==> src/rtl/maze_mem_arbiter.sv <==
// Purpose: shares the single-port 256x1 maze/visited RAM between solver (S), loader (L) and viewer (V).
// Latency: gnt one cycle after a winning req is sampled in ARB, rvalid one cycle after gnt (write 2 cycles, read 3).
// Backpressure: requesters hold req until gnt; lock narrows eligibility to S; long waits raise sticky starve flags.
module maze_mem_arbiter #(
  parameter int AW         = 8,
  parameter int WAIT_LIMIT = 64
) (
  input  logic          clk,
  input  logic          RSTn,
  input  logic          lock,
  input  logic          s_req,
  input  logic          l_req,
  input  logic          v_req,
  input  logic          s_we,
  input  logic          l_we,
  input  logic          v_we,
  input  logic [AW-1:0] s_addr,
  input  logic [AW-1:0] l_addr,
  input  logic [AW-1:0] v_addr,
  input  logic          s_wdata,
  input  logic          l_wdata,
  output logic          s_gnt,
  output logic          l_gnt,
  output logic          v_gnt,
  output logic          s_rvalid,
  output logic          v_rvalid,
  output logic          rdata,
  output logic          s_starve,
  output logic          l_starve,
  output logic          v_starve,
  input  logic          starve_clr,
  output logic          mem_en,
  output logic          mem_we,
  output logic [AW-1:0] mem_addr,
  output logic          mem_wdata,
  input  logic          mem_rdata,
  output logic          busy
);

  typedef enum logic [1:0] {ARB = 2'd0, ACC = 2'd1, RD = 2'd2} state_t;

  localparam logic [1:0] ID_S  = 2'd0;
  localparam logic [1:0] ID_L  = 2'd1;
  localparam logic [1:0] ID_V  = 2'd2;
  localparam logic [7:0] LIMIT = 8'(WAIT_LIMIT);

  state_t          state_q;
  logic [1:0]      ptr_q;
  logic [1:0]      id_q;
  logic [2:0]      gnt_q;
  logic            s_rvalid_q;
  logic            v_rvalid_q;
  logic            mem_en_q;
  logic            mem_we_q;
  logic [AW-1:0]   mem_addr_q;
  logic            mem_wdata_q;
  logic            busy_q;

  logic [2:0][7:0] wcnt_q;
  logic [2:0][7:0] wcnt_d;
  logic [2:0]      starve_q;
  logic [2:0]      starve_d;

  logic [2:0]      req_all;
  logic [2:0]      elig;
  logic            win_vld;
  logic [1:0]      win_id;
  logic            win_we;
  logic [AW-1:0]   win_addr;
  logic            win_wdata;
  logic [1:0]      ptr_nxt;

  // Requester index 'off' positions after 'base' in the S, L, V ring.
  function automatic logic [1:0] rot_idx(input logic [1:0] base, input int off);
    int s;
    s = int'(base) + off;
    if (s >= 3) s = s - 3;
    return 2'(s);
  endfunction

  assign req_all = {v_req, l_req, s_req};
  // Under lock the solver owns the RAM; L and V keep waiting (and counting).
  assign elig    = lock ? {2'b00, s_req} : req_all;

  // Pick the first eligible requester at or after the round-robin pointer.
  always_comb begin
    win_vld = 1'b0;
    win_id  = ptr_q;
    for (int k = 2; k >= 0; k--) begin
      if (elig[rot_idx(ptr_q, k)]) begin
        win_vld = 1'b1;
        win_id  = rot_idx(ptr_q, k);
      end
    end
  end

  // Select the winner's command; L always writes, V always reads and has no write data.
  always_comb begin
    win_we    = 1'b0;
    win_addr  = v_addr;
    win_wdata = 1'b0;
    case (win_id)
      ID_S: begin
        win_we    = s_we;
        win_addr  = s_addr;
        win_wdata = s_wdata;
      end
      ID_L: begin
        win_we    = 1'b1;
        win_addr  = l_addr;
        win_wdata = l_wdata;
      end
      default: begin
        win_we    = 1'b0;
        win_addr  = v_addr;
        win_wdata = 1'b0;
      end
    endcase
  end

  assign ptr_nxt = (win_id == ID_V) ? ID_S : win_id + 2'd1;

  // Arbitration FSM; the RAM pins double as the latched command and are only non-zero in ACC.
  always_ff @(posedge clk or negedge RSTn) begin
    if (!RSTn) begin
      state_q     <= ARB;
      ptr_q       <= ID_S;
      id_q        <= ID_S;
      gnt_q       <= '0;
      s_rvalid_q  <= 1'b0;
      v_rvalid_q  <= 1'b0;
      mem_en_q    <= 1'b0;
      mem_we_q    <= 1'b0;
      mem_addr_q  <= '0;
      mem_wdata_q <= 1'b0;
      busy_q      <= 1'b0;
    end else begin
      gnt_q       <= '0;
      s_rvalid_q  <= 1'b0;
      v_rvalid_q  <= 1'b0;
      mem_en_q    <= 1'b0;
      mem_we_q    <= 1'b0;
      mem_addr_q  <= '0;
      mem_wdata_q <= 1'b0;
      case (state_q)
        ARB: begin
          if (win_vld) begin
            state_q         <= ACC;
            id_q            <= win_id;
            ptr_q           <= ptr_nxt;
            gnt_q[win_id]   <= 1'b1;
            mem_en_q        <= 1'b1;
            mem_we_q        <= win_we;
            mem_addr_q      <= win_addr;
            mem_wdata_q     <= win_wdata;
            busy_q          <= 1'b1;
          end
        end
        ACC: begin
          if (mem_we_q) begin
            state_q <= ARB;
            busy_q  <= 1'b0;
          end else begin
            state_q    <= RD;
            s_rvalid_q <= (id_q == ID_S);
            v_rvalid_q <= (id_q == ID_V);
          end
        end
        RD: begin
          state_q <= ARB;
          busy_q  <= 1'b0;
        end
        default: begin
          state_q <= ARB;
          busy_q  <= 1'b0;
        end
      endcase
    end
  end

  // Wait counters only advance in ARB; a winner or an idle requester restarts from zero.
  always_comb begin
    wcnt_d   = wcnt_q;
    starve_d = starve_q;
    for (int r = 0; r < 3; r++) begin
      if (!req_all[r]) begin
        wcnt_d[r] = 8'd0;
      end else if (state_q == ARB) begin
        if (win_vld && (win_id == 2'(r))) begin
          wcnt_d[r] = 8'd0;
        end else if (wcnt_q[r] != LIMIT) begin
          wcnt_d[r] = wcnt_q[r] + 8'd1;
        end
      end
      if (wcnt_d[r] == LIMIT) starve_d[r] = 1'b1;
      if (starve_clr) begin
        wcnt_d[r]   = 8'd0;
        starve_d[r] = 1'b0;
      end
    end
  end

  // Starvation counters and sticky flags.
  always_ff @(posedge clk or negedge RSTn) begin
    if (!RSTn) begin
      wcnt_q   <= '0;
      starve_q <= '0;
    end else begin
      wcnt_q   <= wcnt_d;
      starve_q <= starve_d;
    end
  end

  assign s_gnt     = gnt_q[0];
  assign l_gnt     = gnt_q[1];
  assign v_gnt     = gnt_q[2];
  assign s_rvalid  = s_rvalid_q;
  assign v_rvalid  = v_rvalid_q;
  // The RAM answers the cycle after the read enable, which is exactly the RD cycle.
  assign rdata     = (state_q == RD) ? mem_rdata : 1'b0;
  assign s_starve  = starve_q[0];
  assign l_starve  = starve_q[1];
  assign v_starve  = starve_q[2];
  assign mem_en    = mem_en_q;
  assign mem_we    = mem_we_q;
  assign mem_addr  = mem_addr_q;
  assign mem_wdata = mem_wdata_q;
  assign busy      = busy_q;

endmodule
==> config.mk <==
export PLATFORM = sky130hd
export DESIGN_NAME = maze_mem_arbiter
export DESIGN_NICKNAME = d
export VERILOG_FILES = /design/src/rtl/maze_mem_arbiter.sv
export SDC_FILE = /design/constraint.sdc
export NUM_CORES = 1
export LEC_CHECK = 0
export ABC_AREA = 1
export CAP_MARGIN = 20
export CORE_ASPECT_RATIO = 0.6
export CORE_MARGIN = 2
export CORE_UTILIZATION = 52
export DETAILED_ROUTE_END_ITERATION = 7
export HOLD_SLACK_MARGIN = 0.15
export PLACE_DENSITY_LB_ADDON = 0.05
export SLEW_MARGIN = 20
export SYNTH_ARGS = -nofsm -noshare
export SYNTH_HDL_FRONTEND = slang
export SYNTH_SLANG_ARGS = --single-unit
==> constraint.sdc <==
create_clock -name clk -period 2.22 [get_ports clk]
set_input_delay 0.444 -clock clk [delete_from_list [all_inputs] [get_ports clk]]
set_output_delay 0.444 -clock clk [all_outputs]
set_load 0.05 [all_outputs]
# After elaboration in Yosys (flattened, before gate mapping)
# Index checks and enable logic that the tools add are counted.
dict set report word_totals {
  reg_bits 50
  latch_bits 0
  mem_bits_rw 0
  romBits 0
  in_bits 37
  out_inout_bits 21
  wordCells 123
  mem_count 0
}
dict set report classes {
  addsub 9
  mul 0
  div 0
  magnitude_cmp 8
  n_eq_ne 13
  shifts 0
  muxes 64
  n_bitwise 0
  reduce_logical 12
}
# cell count
set ops {}
lappend ops {{two-way mux 8 bit} 17}
lappend ops {{two-way mux 1 bit} 26}
lappend ops {{adder 8 x 1 -> 8 bit, second input constant} 3}
lappend ops {{equality test 8 x 7 -> 1 bit, second input constant} 3}
lappend ops {{inequality test 8 x 7 -> 1 bit, second input constant} 3}
lappend ops {{two-way mux 2 bit} 9}
lappend ops {{one-hot mux 8 bit (2 select lines)} 1}
lappend ops {{< comparator 2 x 3 -> 1 bit, second input constant} 4}
lappend ops {{two-way mux 3 bit} 3}
lappend ops {{binary-select mux 1 bit (select 2 bit)} 3}
lappend ops {{equality test 2 bit, second input constant} 3}
lappend ops {{greater-or-equal comparator 3 x 2 -> 1 bit, second input constant} 2}
lappend ops {{zero test 2 bit} 3}
lappend ops {{one-hot mux 1 bit (2 select lines)} 3}
lappend ops {{nonzero test 2 bit} 3}
lappend ops {{subtractor 2 bit, second input constant} 3}
lappend ops {{equality test 2 x 1 -> 1 bit, second input constant} 2}
lappend ops {{logical AND 1 bit} 4}
lappend ops {{inequality test 2 bit, second input constant} 2}
lappend ops {{one-hot mux 2 bit (2 select lines)} 1}
lappend ops {{AND reduction 2 bit} 2}
lappend ops {{adder 2 x 1 -> 3 bit, second input constant} 1}
lappend ops {{adder 2 x 2 -> 3 bit, second input constant} 1}
lappend ops {{adder 2 x 1 -> 2 bit, second input constant} 1}
lappend ops {{other kinds (3)} 3}

# Longest topological paths before layout
# Gate-level depths: netlist of run 1.
dict set report logic_depth {
  depth_word 16
  depth_mapped 15
  ltp_nobuf 15
}

# Worst setup path after synthesis of run 1
# No wires, ideal clock.
dict set report synth_path {
  path_type {register to register}
  start {register ptr_q[0]}
  end {register mem_addr_q[0] (netlist: mem_addr[0])}
  arrival_ns 1.721
  required_time_ns 2.107
  path_slack_ns 0.387
  path_stages_with_launch 16
  n_path_buf 1
  period_less_slack_ns 1.833
  path_cell_list {dfrtp_1 > inv_1 > ha_1 > inv_1 > nand2_1 > nand3_1 > nand2_1 > nor2_4 > nand3_1 > inv_2 > nor2_8 > buf_8 > nand3_1 > nand3_1 > nand2_1 > inv_1}
}
dict set report synth_between {
  elab_chain_len 12
  elab_cells_between_ends 28
  cone_classes {add/sub (5); order compare (3); eq/ne (1); mux (18); reduce/logical (1)}
}
# element line
set synth_rtl {}
lappend synth_rtl {{from (decl)} 48} ;# logic [1:0] ptr_q;
lappend synth_rtl {{from (signal assigned)} 150} ;# ptr_q <= ptr_nxt;
lappend synth_rtl {{adder 2 x 2 -> 3 bit} 76} ;# s = int'(base) + off;
lappend synth_rtl {{greater-or-equal comparator 3 x 2 -> 1 bit or subtractor 2 bit (tied branches)} 77} ;# if (s >= 3) s = s - 3;
lappend synth_rtl {{two-way mux 2 bit} 77}
lappend synth_rtl {{binary-select mux 1 bit (select 2 bit)} 90} ;# if (elig[rot_idx(ptr_q, k)]) begin
lappend synth_rtl {{two-way mux 1 bit (not written as such)} 90}
lappend synth_rtl {{two-way mux 2 bit (3 in series)} 90}
lappend synth_rtl {{equality test 2 x 1 -> 1 bit or zero test 2 bit (tied branches)} 102} ;# case (win_id)
lappend synth_rtl {{one-hot mux 8 bit (2 select lines)} 102}
lappend synth_rtl {{two-way mux 8 bit *} 147} ;# if (win_vld) begin
lappend synth_rtl {{two-way mux 8 bit *} 145} ;# case (state_q)
lappend synth_rtl {{to (signal assigned)} 154} ;# mem_addr_q <= win_addr;
lappend synth_rtl {{to (decl)} 55} ;# logic [AW-1:0] mem_addr_q;
# Mark *: on every way between the ends. The rest lies on a longest branch, timed or not. The select of a mux whose other input is x is not followed.
# A chain may end at the register's enable or synchronous reset.

# Worst setup path after layout of run 1
dict set report layout_path {
  start {input port lock}
  end {register mem_addr_q[7] (netlist: mem_addr[7])}
}
dict set report layout_between {
  elab_chain_len 10
  elab_cells_between_ends 18
  cone_classes {eq/ne (1); mux (16); reduce/logical (1)}
}
# element line
set layout_rtl {}
lappend layout_rtl {{from (decl)} 10} ;# input logic lock,
lappend layout_rtl {{two-way mux 3 bit *} 83} ;# assign elig = lock ? {2'b00, s_req} : req_all;
lappend layout_rtl {{binary-select mux 1 bit (select 2 bit)} 90}
lappend layout_rtl {{two-way mux 1 bit (not written as such)} 90}
lappend layout_rtl {{two-way mux 2 bit (3 in series)} 90}
lappend layout_rtl {{equality test 2 x 1 -> 1 bit or zero test 2 bit (tied branches)} 102}
lappend layout_rtl {{one-hot mux 8 bit (2 select lines)} 102}
lappend layout_rtl {{two-way mux 8 bit *} 147}
lappend layout_rtl {{two-way mux 8 bit *} 145}
# Marked as above.

==> results.json, run 1 <==
{
  "critPathMaxFanout": 10,
  "stdcell_area_um2": 3880,
  "worst-setup-path-type": "in2reg",
  "die_width_um": 102,
  "root_buffer": "clkbuf_8",
  "synth_nets": 467,
  "portBuffers": 55,
  "drc": 0,
  "net-switching-power_mw": 2.56,
  "worstMarginPinSlew_ps": 529,
  "vdd_drop_max_v": 0.000763,
  "regArea_um2": 1250,
  "htreeDepth": 2,
  "hold_violations": 0,
  "p_per_area_nw_per_um2": 1350,
  "postCtsSetupBuffers": 0,
  "hp-class": "reg2reg",
  "seq_area_frac_synth_pct": 41.9,
  "fin_nets": 543,
  "die_h_um": 62.7,
  "routabilityCongestion": 0.878,
  "wl_met2_mm": 3.28,
  "start_util_pct": 53.6,
  "total_power_mw": 5.23,
  "fin_cells": 579,
  "p_clk_share_pct": 12.0,
  "synthDistinctLibCells": 26,
  "met3_length_um": 711,
  "leakagePower_nw": 2.00,
  "outcome": "completed",
  "clk_latency_ps": 300,
  "finalSetupViolations": 0,
  "wirelength_met1_mm": 3.49,
  "yosysWarnings": 0,
  "routed-via-count": 2983,
  "synthToLayoutAreaGrowth_pct": 30.0,
  "core.rowCount": 21,
  "min_period_ps": 2060,
  "ys_ff_latch": 50,
  "drt_first_pass_iters": 5,
  "cts.reportedPaths.clkPinSlew_ps": 90,
  "synth.avg_cell_area_um2": 7.08,
  "n_antenna_cell": 0,
  "dieArea_um2": 6390,
  "core_um2": 5570,
  "viasPerCell": 5.15,
  "top_layer_used": "met4",
  "drt_iter0_drc": 177,
  "grt_pass1_wl_mm": 12.8,
  "place_inst": 570,
  "drt-wirelength-per-cell_um": 13.0,
  "grt-ovfl-total": 0,
  "worstPathArrival_ps": 2260,
  "dpl.hpwl_mm": 5.84,
  "grt_max_degree": 25,
  "fmax_mhz": 485,
  "synth_area_um2": 2990,
  "placed_cell_area_um2": 3740,
  "multi_input_area_um2": 1470,
  "wl_mm": 7.51,
  "slew_viol_final": 0,
  "grt_pass1_vias": 2795,
  "final_antenna_net_count": 0,
  "slew_headroom_pct": 64.6,
  "gr-usage-all-layers_pct": 25.2,
  "cts_tree": "built",
  "worstSetupEndpointType": "register",
  "postSynthCellCount": 422,
  "cts_buffers": 5,
  "clock_path_buffers": 2,
  "drv_cap": 0,
  "skew_ps": 6.01,
  "drive_gt1_share_pct": 10.6,
  "post-route-period-util_pct": 93.0,
  "grt_antenna_before_repair": 0,
  "numClockSinks": 50,
  "p_int_mw": 2.66,
  "fillers": 483,
  "p_sw_share_pct": 49.1,
  "combPwrFrac_pct": 62.6,
  "startpoint_type": "input port",
  "required_ps": 2420,
  "pwr-share-seq_pct": 25.4,
  "io_pins": 58
}
-- flip-flops by register name (all words and copies together), names as in the netlist, 2 cells and up --
name / count
wcnt_q: 24
id_q: 2
state_q: 2
gnt_q: 3
mem_addr: 8
ptr_q: 2
starve_q: 3
-- final timing paths --
kind,from,end,slack (ps),cells after the start
max,lock,mem_addr[7],160,15
min in group asynchronous,RSTn,gnt_q[1],550,2
max in group asynchronous,RSTn,v_rvalid,1110,3
min,mem_we,state_q[1],460,1
max reg2reg,ptr_q[1],mem_addr[7],210,14
min reg2reg,mem_we,state_q[1],460,1
-- synth_stat cells --
cell | number | area [µm²]
a21oi_1 | 21 | 105
a21oi_4 | 1 | 16.3
buf_2 | 3 | 15.0
buf_6 | 1 | 11.3
buf_8 | 1 | 15.0
clkbuf_1 | 1 | 3.75
dfrtp_1 | 50 | 1250
ha_1 | 8 | 100
inv_1 | 59 | 221
inv_2 | 5 | 18.8
nand2_1 | 117 | 439
nand2_2 | 6 | 37.5
nand2_4 | 1 | 11.3
nand3_1 | 61 | 305
nand3_2 | 2 | 20.0
nand3b_1 | 2 | 15.0
nand4_1 | 7 | 43.8
nor2_1 | 48 | 180
nor2_2 | 1 | 6.26
nor2_4 | 2 | 22.5
nor2_8 | 1 | 20.0
nor3_1 | 5 | 25.0
nor3_2 | 1 | 10.0
o21ai_0 | 16 | 80.1
o21ai_1 | 1 | 5.00
xor2_1 | 1 | 8.76
-- worst max-delay path, stage by stage --
cell and delay (ps):
clkdlybuf4s50_1 540, inv_1 50, nand2_1 130, nand2_1 80, nand2_1 110, nand2_2 80, nor2_4 160, nand3_1 100
inv_2 110, nor2_8 50, buf_4 170, nand3_1 80, nand3_1 60, nand2_1 60, inv_1 30
-- final cells by class --
type	instances	share of cell area, %
Sequential cell	50	32.2
Multi-Input combinational cell	302	37.9
Tap cell	80	2.58
Inverter	64	6.28
Clock inverter	3	1.03
Timing Repair Buffer	75	18.2
Clock buffer	5	1.77
-- repair_timing --
action / CTS / global route
hold buffers: 1 / 0
resized for setup: 0 / 5
endpoints found under the hold margin: 8 / 0
endpoints found under the setup margin: 0 / 11
-- cell usage in the layout (no fill, tap or decap), types with 6 or more instances in the layout --
master           synthesis  routed
a21oi_1                 21      21
buf_4                    0      19
clkdlybuf4s50_1          0      53
dfrtp_1                 50      50
ha_1                     8       7
inv_1                   59      57
inv_2                    5       6
nand2_1                117     116
nand2_2                  6       6
nand3_1                 61      61
nand4_1                  7       7
nor2_1                  48      48
o21ai_0                 16      16
-- power by group through the flow --
stage                     combinational [mW]  clock [mW]  sequential, mW
after global placement                  3.11           0            1.33
final                                   3.27       0.626            1.33
after floorplan                         1.88           0            1.70
after CTS                               3.19       0.639            1.32
after detailed placement                3.18           0            1.33
after global routing                    3.67       0.680            1.36
-- metrics by stage --
stage | setup slack (ps) | TNS (ps) | util [%] | hold slack [ps]
2_1_floorplan | 387 | 0 | - | 148
3_5_place_dp | -150 | -1840 | 67.2 | 318
4_1_cts | 161 | 0 | 69.3 | 457
3_3_place_gp | -70.8 | -514 | 67.2 | 314
6_report | 156 | 0 | 69.7 | 461
5_1_grt | -15.7 | -15.7 | 69.7 | 478
-- logic make-up after synthesis --
logic type / count (synthesis) / synth area share (%)
AND/OR/NAND/NOR: 254 / 38.0
buffers and inverters: 70 / 9.55
flip-flops: 50 / 41.9
AO/OA/AOI/OAI: 39 / 6.91
adder cells (fa/ha/maj): 8 / 3.35
XOR/XNOR: 1 / 0.293
-- metal layers --
layer  track usage, %  vias to the layer above
met5                0                        -
met4             3.67                        0
met3             6.26                        5
met2             37.8                      131
met1             37.8                     1360
li1                 -                     1487
No activity file was read; power rests on OpenSTA's default activity.
==> run 2: changes to the inputs <==
Settings changed: CORE_UTILIZATION 52 to 45.
Clock period 2.22 ns to 1.7 ns, I/O delays scaled along.
==> run 2 against run 1 <==
Total power is 55% higher. Largest cell class unchanged. The flow now finishes with violations (negative setup slack). Register-to-register slack worse by 450 ps. Final area is 13% higher.
==> results.json, run 2 (same netlist as run 1, synthesis figures left out) <==
{
  "io_pins": 58,
  "worst_slack_ps": -240,
  "viasPerCell": 4.95,
  "gr-usage-all-layers_pct": 23.0,
  "drt_first_pass_iters": 5,
  "final_util_pct": 69.9,
  "drt-wirelength-per-cell_um": 13.8,
  "layout_common_cells": "105 x nand2_1, 59 x buf_4, 53 x inv_1, 49 x dfrtp_1",
  "drv_cap": 0,
  "leakagePower_nw": 2.26,
  "die_width_um": 109,
  "grt_pass1_vias": 2775,
  "drt_iter0_drc": 239,
  "path_delay_family": "simple AND/OR/NAND/NOR gates",
  "fmax_mhz": 516,
  "violations": "negative setup slack",
  "worst_path_max_delay_cell": "dfrtp_2",
  "hold_violations": 0,
  "finalSetupViolations": 44,
  "root_buffer": "clkbuf_8",
  "regMostFlops": "wcnt_q",
  "core.rowCount": 22,
  "skew_ps": 8.74,
  "worst-setup-path-type": "reg2reg",
  "portBuffers": 55,
  "numClockSinks": 50,
  "cts.reportedPaths.clkPinSlew_ps": 100,
  "cts_buffers": 5,
  "drive_gt1_share_pct": 28.0,
  "dp_slack_ps": -561,
  "grt_max_degree": 42,
  "clock_path_buffers": 2,
  "post-route-period-util_pct": 114,
  "htreeDepth": 2,
  "rsz0062_at_grt": "true",
  "final_antenna_net_count": 0,
  "hp-class": "in2async",
  "core_um2": 6280,
  "fin_nets": 572,
  "outcome": "finished with violations",
  "wl_mm": 8.43,
  "grt-ovfl-total": 0,
  "total_power_mw": 8.12,
  "cts_tree": "built",
  "clk_latency_ps": 310,
  "slew_headroom_pct": 68.0,
  "die_h_um": 67.1,
  "min_period_ps": 1940,
  "n_antenna_cell": 0,
  "worstMarginPinSlew_ps": 480,
  "worstPathArrival_ps": 2150,
  "routed-via-count": 3027,
  "dieArea_um2": 7330,
  "p_per_area_nw_per_um2": 1850,
  "worstSetupEndpointType": "register",
  "path_buf_inv": 3,
  "vdd_drop_max_v": 0.00102,
  "synthToLayoutAreaGrowth_pct": 46.9,
  "routabilityCongestion": 0.922,
  "final_common_cell": "nand2_1",
  "required_ps": 1910,
  "critPathMaxFanout": 8,
  "cpPeakStageDelay_ps": 450,
  "grt_antenna_before_repair": 0,
  "start_util_pct": 47.6,
  "drc": 0,
  "startpoint_type": "register",
  "largest_register_ffs": 24,
  "grt_pass1_wl_mm": 12.9,
  "dpl.hpwl_mm": 5.93,
  "slew_viol_final": 0,
  "worstPathCellList": "ha_4 > nand2_2 > nand3_2 > nand2_2 > nor2_4 > nand3_2 > inv_2 > nor2_8 > buf_8 > nand3_1 > nand3_1 > nand2_1 > inv_1"
}
==> run 2: repair_timing <==
| item | in CTS | in global routing |
|---|---|---|
| pin swaps | 9 | 16 |
| buffers inserted | 2 | 4 |
| gates cloned | 1 | 0 |
| resized for setup | 21 | 51 |
| setup endpoints to repair | 45 | 45 |
| endpoints found under the hold margin | 9 | 0 |
| hold buffers | 1 | 0 |
==> run 2: final cells by class <==
type                       count  area (µm²)
timing repair buffer         103         935
inverter                      64         248
tap                           84         105
clock buffer                   6        72.6
fill                         506        1890
clock inverter                 2        37.5
sequential                    50        1250
multi-input combinational    303        1740
==> run 2: path summary, 6_finish.rpt <==
path / to / cells after the start / slack, ps / startpoint
worst min-delay path: wcnt_q[4] / 2 / 410 / RSTn
min in group clk: s_rvalid / 1 / 430 / id_q[1]
max in group asynchronous: ptr_q[1] / 3 / 760 / RSTn
worst max register to register: mem_addr[2] / 13 / -240 / ptr_q[1]
worst max-delay path: mem_addr[2] / 13 / -240 / ptr_q[1]
worst min register to register: s_rvalid / 1 / 430 / id_q[1]
==> run 2: report_power, final <==
group / leakage [nW] / internal [mW] / switching [mW]
Clock: 0.0514 / 0.440 / 0.415
Sequential: 0.671 / 1.52 / 0.210
Combinational: 1.53 / 2.16 / 3.37
==> run 2: through the flow <==
step | cell area (µm²) | hold WS, ps | setup TNS [ps] | std cells
finish | 4390 | 414 | -5860 | 612
global route | 4390 | 436 | -10080 | 612
CTS | 4160 | 418 | -4440 | 608
detailed placement | 3930 | 228 | -18790 | 596
global placement | 3930 | 225 | -16950 | 596
floorplan | 3020 | 44.4 | -467 | 422
==> run 2: metal layers <==
layer	up-vias	global-route usage, %	share of wire (%)
met2	88	35.2	47
li1	1546	-	-
met1	1387	33.1	48
met5	-	0	0
met3	6	5.87	4.3
met4	0	5.06	0.63
